`src/rtl/uart_pkg.sv`:
```
`default_nettype none
// ============================================================================
// Module  : uart_pkg
// Brief   : Shared state encoding and framing constants for the UART transmitter.
// Revision: 1.0
// ============================================================================
package uart_pkg;

    typedef enum logic [2:0] {
        IDLE   = 3'd0,
        START  = 3'd1,
        DATA   = 3'd2,
        PARITY = 3'd3,
        STOP   = 3'd4
    } tx_state_e;

    localparam logic TX_IDLE_LEVEL = 1'b1;
    localparam int   TX_DATA_BITS  = 8;

endpackage
`default_nettype wire

```
`src/rtl/uart_baud_gen.sv`:
```
`default_nettype none
// ============================================================================
// Module  : uart_baud_gen
// Brief   : Bit-period counter; tick_o marks the last clk_i cycle of each bit.
// Revision: 1.0
// ============================================================================
module uart_baud_gen #(
    parameter int CLK_DIV = 16
) (
    input  logic clk_i,
    input  logic rst_i,
    input  logic en_i,
    output logic tick_o
);

    localparam int               CNT_W    = $clog2(CLK_DIV);
    localparam logic [CNT_W-1:0] CNT_LAST = CNT_W'(CLK_DIV - 1);

    logic [CNT_W-1:0] cnt_q;
    logic [CNT_W-1:0] cnt_d;

    // Held at zero while disabled so every frame starts on a fresh bit period.
    always_comb begin
        cnt_d = '0;
        if (en_i && (cnt_q != CNT_LAST)) begin
            cnt_d = cnt_q + 1'b1;
        end
    end

    always_ff @(posedge clk_i or posedge rst_i) begin
        if (rst_i) begin
            cnt_q <= '0;
        end else begin
            cnt_q <= cnt_d;
        end
    end

    assign tick_o = en_i && (cnt_q == CNT_LAST);

endmodule
`default_nettype wire

```
`src/rtl/uart_tx.sv`:
```
`default_nettype none
// ============================================================================
// Module  : uart_tx
// Brief   : 8N1 serial transmitter with valid/ready byte intake, LSB first.
//           Define UART_TX_PARITY_EN to insert an even-parity bit before STOP.
// Revision: 1.0
// ============================================================================
module uart_tx
    import uart_pkg::*;
#(
    parameter int CLK_DIV = 16
) (
    input  logic       clk_i,
    input  logic       rst_i,
    input  logic [7:0] data_i,
    input  logic       valid_i,
    output logic       ready_o,
    output logic       tx_o,
    output logic       busy_o
);

    tx_state_e  state_q;
    logic [7:0] shift_q;
    logic [2:0] bit_cnt_q;
    logic       tx_q;
    logic       ready_q;
    logic       tick;
`ifdef UART_TX_PARITY_EN
    logic       parity_q;
`endif

    uart_baud_gen #(
        .CLK_DIV (CLK_DIV)
    ) u_baud_gen (
        .clk_i  (clk_i),
        .rst_i  (rst_i),
        .en_i   (state_q != IDLE),
        .tick_o (tick)
    );

    // tx_q is loaded with the level of the upcoming bit on each bit boundary.
    always_ff @(posedge clk_i or posedge rst_i) begin
        if (rst_i) begin
            state_q   <= IDLE;
            shift_q   <= '0;
            bit_cnt_q <= '0;
            tx_q      <= TX_IDLE_LEVEL;
            ready_q   <= 1'b1;
`ifdef UART_TX_PARITY_EN
            parity_q  <= 1'b0;
`endif
        end else begin
            case (state_q)
                IDLE: begin
                    if (valid_i && ready_q) begin
                        shift_q   <= data_i;
                        bit_cnt_q <= '0;
                        tx_q      <= 1'b0;
                        ready_q   <= 1'b0;
                        state_q   <= START;
`ifdef UART_TX_PARITY_EN
                        parity_q  <= ^data_i;
`endif
                    end
                end
                START: begin
                    if (tick) begin
                        tx_q    <= shift_q[0];
                        state_q <= DATA;
                    end
                end
                DATA: begin
                    if (tick) begin
                        shift_q <= shift_q >> 1;
                        if (bit_cnt_q == 3'(TX_DATA_BITS - 1)) begin
                            bit_cnt_q <= '0;
`ifdef UART_TX_PARITY_EN
                            tx_q    <= parity_q;
                            state_q <= PARITY;
`else
                            tx_q    <= TX_IDLE_LEVEL;
                            state_q <= STOP;
`endif
                        end else begin
                            bit_cnt_q <= bit_cnt_q + 3'd1;
                            tx_q      <= shift_q[1];
                        end
                    end
                end
`ifdef UART_TX_PARITY_EN
                PARITY: begin
                    if (tick) begin
                        tx_q    <= TX_IDLE_LEVEL;
                        state_q <= STOP;
                    end
                end
`endif
                STOP: begin
                    if (tick) begin
                        ready_q <= 1'b1;
                        state_q <= IDLE;
                    end
                end
                default: begin
                    tx_q    <= TX_IDLE_LEVEL;
                    ready_q <= 1'b1;
                    state_q <= IDLE;
                end
            endcase
        end
    end

    assign tx_o    = tx_q;
    assign ready_o = ready_q;
    assign busy_o  = !ready_q;

endmodule
`default_nettype wire

```
`config.mk`:
```
export PLATFORM = sky130hd
export DESIGN_NAME = uart_tx
export DESIGN_NICKNAME = d
export VERILOG_FILES = /design/src/rtl/uart_pkg.sv /design/src/rtl/uart_baud_gen.sv /design/src/rtl/uart_tx.sv
export SDC_FILE = /design/constraint.sdc
export NUM_CORES = 1
export LEC_CHECK = 0
export ABC_AREA = 0
export CORE_MARGIN = 2
export CORE_UTILIZATION = 30
export DETAILED_ROUTE_END_ITERATION = 10
export MAX_ROUTING_LAYER = met4
export PLACE_DENSITY = 0.58
export SKIP_CTS_REPAIR_TIMING = 1
export SYNTH_ARGS = -nofsm -noshare
export SYNTH_HDL_FRONTEND = slang
export SYNTH_SLANG_ARGS = --single-unit
```
`constraint.sdc`:
```
create_clock -name clk_i -period 1.5 [get_ports clk_i]
set_clock_uncertainty 0.05 [all_clocks]
set_input_delay 0.45 -clock clk_i [delete_from_list [all_inputs] [get_ports clk_i]]
set_output_delay 0.45 -clock clk_i [all_outputs]
set_load 0.005 [all_outputs]
```
# After elaboration in Yosys (flattened, before gate mapping)
# Index checks and enable logic that the tools add are counted.
# Widths: inputs -> output; s select.
# op_classes
n_addsub	2
n_eq_ne	11
n_mux	21
bitwise_logic	2
n_reduce_logical	12
# ops
cell	count
$mux 3	8
$mux 8	2
$pmux 8 s2	1
$pmux 3 s4	1
$ne 2x2->1 const B	5
$eq 3x3->1 const B	2
$pmux 3 s2	1
$reduce_and 3->1	2
$mux 1	5
$reduce_and 5->1	1
$add 4x1->4 const B	1
$eq 4x4->1 const B	1
$mux 4	1
$ne 4x4->1 const B	1
$pmux 1 s4	1
$reduce_and 4->1	1
$add 3x1->3 const B	1
$eq 3x1->1 const B	1
$eq 3x2->1 const B	1
$logic_and 1x1->1	3
$logic_not 3->1	1
$pmux 1 s3	1
$reduce_bool 3->1	1
$not 1->1	2
other kinds (3)	3
# totals
regBits	20
output_inout_bits	3
elab_cells	54

# Longest topological paths before layout
# logic_depth
depth_word	4
mapped_depth	6

# Hierarchy
# A second synthesis with hierarchy kept.
# hier_totals
hier_cells	97
area_unflattened_um2	1068.5
# modules_own_cells
module	n_inst	cells_per_inst	area_per_inst_um2
uart_tx	1	79	880.8
uart_baud_gen	1	18	187.7

# Worst setup path after synthesis
# No wires, ideal clock.
# synth_timing
path_type	reg-to-reg
start	reg u_baud_gen.cnt_q[0]
end	reg state_q[0]
t_arrival_ns	1.267
required_time_ns	1.339
path_slack_ns	0.071
path_stages_with_launch	5
n_path_buf	1
path_cell_list	dfrtp_1 ha_1 and3_1 buf_2 a2111oi_2
# synth_between
elab_chain_cells	4
word_cells_on_any_way	6
classes_between	4 x eq/ne; 2 x reduce/logical
# synth_lines
item	line_no	rtl
start, declared	uart_baud_gen.sv:19	logic [CNT_W-1:0] cnt_q;
start signal, assigned	uart_baud_gen.sv:34	cnt_q <= cnt_d;
$eq 4x4->1 *	uart_baud_gen.sv:38	assign tick_o = en_i && (cnt_q == CNT_LAST);
$logic_and 1x1->1 *	uart_baud_gen.sv:38	
$ne 2x2->1 (no line)	n/a	
$reduce_and 5->1 (no line) *	n/a	
end signal, assigned	uart_tx.sv:44	state_q <= IDLE;
end signal, assigned	uart_tx.sv:60	state_q <= START;
end signal, assigned	uart_tx.sv:69	state_q <= DATA;
end, declared	uart_tx.sv:22	tx_state_e state_q;
# Mark *: on every way between the ends. The rest lies on a longest branch, timed or not.
# A chain may end at the register's enable or synchronous reset.

# Worst setup path after layout
# layout_timing
start	reg ready_q, in the netlist ready_o
end	out busy_o
# layout_between
elab_chain_cells	1
# layout_lines
item	line_no	rtl
start, declared	uart_tx.sv:26	logic ready_q;
start signal, assigned	uart_tx.sv:48	ready_q <= 1'b1;
start signal, assigned	uart_tx.sv:59	ready_q <= 1'b0;
start signal, assigned	uart_tx.sv:100	ready_q <= 1'b1;
$logic_not 1->1	uart_tx.sv:115	assign busy_o = !ready_q;
end, declared	uart_tx.sv:19	output logic busy_o
# Every way passes these cells.

==> reports/qor.csv <==
metric,value,unit
ANT cells,0,
Worst path top cell family by delay,flip-flops,
Worst VDD drop,0.5495,mV
multi-input logic area,565.5,sq um
Worst path depth,2,
fin crit period,1514,ps
startpoint types,register,
Post-Syn Area,1052,sq um
placed insts,181,
first-pass GRT wire length,4215,microns
asr flop ratio synth,1.000,
routed len/inst,13.85,microns
CTS tree,yes,
layout cell share with drive strength beyond 1,0.4085,
total track usage,0.1372,
outcome,"finished, violations left",
Post-synth EDFFs,0,
Setup-failing EPs final,1,
leakage power,0.6257,nW
r2r worst-path depth,6,
failing checks,negative setup slack,
worst path required time,1000,ps
Buf/Inv on CP,2,
final instance area,1485,sq um
endpoint class of the critical path,output port,
DRT Wirelength,2604,microns
synthesis warning total,0,
MaxCap Viol Count,0,
die height,63.23,microns
Crit Path Max Fanout,3,
"Cell Area, Placed",1371,sq um
Worst-Margin Slew,274.5,ps
final hold viol count,0,
RSZ-0062 raised after global routing,true,
most common cell in the synthesized netlist,dfrtp_1,
die area,3997,sq um
post-synthesis sequential area ratio,0.4780,
final core utilization,0.4416,
Num Clock Sinks,20,
Detailed Place HPWL,1872,microns
Placer Congestion,0.7765,
IO Port Bufs,13,
Hold WS,279.9,ps
TritonCTS Buffers,3,
register area,506.7,sq um
initial antenna violation count,0,
number of DRC markers in iteration 0,31,
fill cell count,349,
Cells after Synth,105,
Initial Utilization,0.3129,
H-tree Lvls,1,
prevailing post-synth register cell,dfrtp_1,
Row Count,21,
Critical R2R Launch,ready_o,
drt drc,0,
Syn Area/Cell,10.02,sq um
setup ws final,-13.63,ps
post-synth top area share,0.4281,
vias in the first global route,954,
CP Cell Sequence,"inv_2, clkbuf_2",
synth top area cells,"dfrtp_1, a2bb2oi_1, dfstp_2",
Tightest Hold Check Type,in -> async,
largest net degree at the start of global routing,12,
Die X-Extent,63.23,microns
highest clock rate,0.6607,GHz
Pre-antenna DRT Iters,4,
Worst R2R Setup Slack,40,ps
Worst-path clk slew,110,ps
Finished Layout Cells,188,
fin nets,157,
total core area,3363,sq um
synth unique cells,34,
CP Class,reg -> out,
post-route clock period utilization,1.009,
Root Buffer,clkbuf_4,
Via density,5.207,
crit path DAT,1010,ps
CTS Buffer Depth,2,
syn_nets,119,
Crit-path slowest cell,dfstp_2,
Critical path origin,ready_o,
worst rel slew slack,0.8170,
Top Ports,14,
post-route ant nets,0,
Synth area leader,dfrtp_1,
P per Cell Area,1008,nW/um^2
Final Max Tran Viols,0,
grt ovf,0,
Syn-to-layout area delta,41.14,%
Worst-Skew Late Latency,310,ps
via count,979,
CP peak stage delay,570,ps
Post-synth top cells,"dfrtp_1, a21oi_1, o22ai_1, a2bb2oi_1",
"FF+latch count, synth",20,
==> stage by stage <==
step	setup slack, ps	setup TNS (ps)	power (mW)
6_report	-13.63	-13.63	1.497
5_1_grt	-48.21	-84.59	1.609
4_1_cts	-359.0	-1111	1.433
3_5_place_dp	-319.9	-3586	1.166
3_3_place_gp	-254.7	-2972	1.139
2_1_floorplan	71.29	0	0.9809
==> power by group <==
part           internal, mW  switching [mW]  total (mW)
Clock                 0.104           0.164       0.268
Combinational         0.279           0.209       0.487
Sequential            0.626           0.116       0.742
Total                  1.01           0.489        1.50
==> cells in the final DEF, fill, tap and decap left out, types with 4 or more instances in the layout <==
cell / count
a2bb2oi_2: 6
nor2_1: 5
buf_4: 24
inv_1: 5
a21oi_1: 7
o22ai_1: 8
nand4_1: 4
nand2_1: 6
dfrtp_1: 15
nand3_1: 5
clkdlybuf4s50_1: 10
==> worst reg2reg max path, cell delays in order, from the launching register on <==
cell and delay (ps):
dfstp_2 570, buf_4 120, and2_4 150, o21ai_2 70, a21oi_2 120, buf_6 160
a2bb2oi_1 150
==> metal layers <==
metal	vias up	global-route usage	part of all wire
met5	-	-	0
met4	0	0.05707	0.026
met3	9	0.03036	0.045
met2	29	0.2194	0.51
met1	468	0.1684	0.42
li1	473	-	-
==> layout make-up <==
class,count,area share
Multi-Input combinational cell,74,0.3808
Timing Repair Buffer,38,0.2064
Clock buffer,4,0.01769
Inverter,6,0.01516
Sequential cell,20,0.3412
Tap cell,46,0.03875
==> cell families (layout without fill, tap and decap cells) <==
| logic type | count (synthesis) | in the layout | synth area share |
|---|---|---|---|
| AO/OA/AOI/OAI | 35 | 35 | 0.2343 |
| XOR/XNOR | 1 | 1 | 0.008325 |
| adder cells (fa/ha/maj) | 3 | 3 | 0.03568 |
| buffers and inverters | 11 | 48 | 0.05350 |
| flip-flops | 20 | 20 | 0.4780 |
| AND/OR/NAND/NOR | 35 | 35 | 0.1903 |
==> sequential cells by signal, indices dropped and copies added, names as in the netlist <==
| signal | count |
|---|---|
| shift_q | 8 |
| u_baud_gen.cnt_q | 4 |
| state_q | 3 |
| ready_o | 1 |
| bit_cnt_q | 3 |
| tx_o | 1 |
==> path summary, 6_finish.rpt <==
check	endpoint
min in group clk_i	shift_q[7]
max in group asynchronous	tx_o
worst max register to register	shift_q[5]
worst min register to register	shift_q[7]
worst min-delay path	u_baud_gen.cnt_q[2]
worst max-delay path	busy_o
Note: power is estimated with default switching activity, not from simulation.
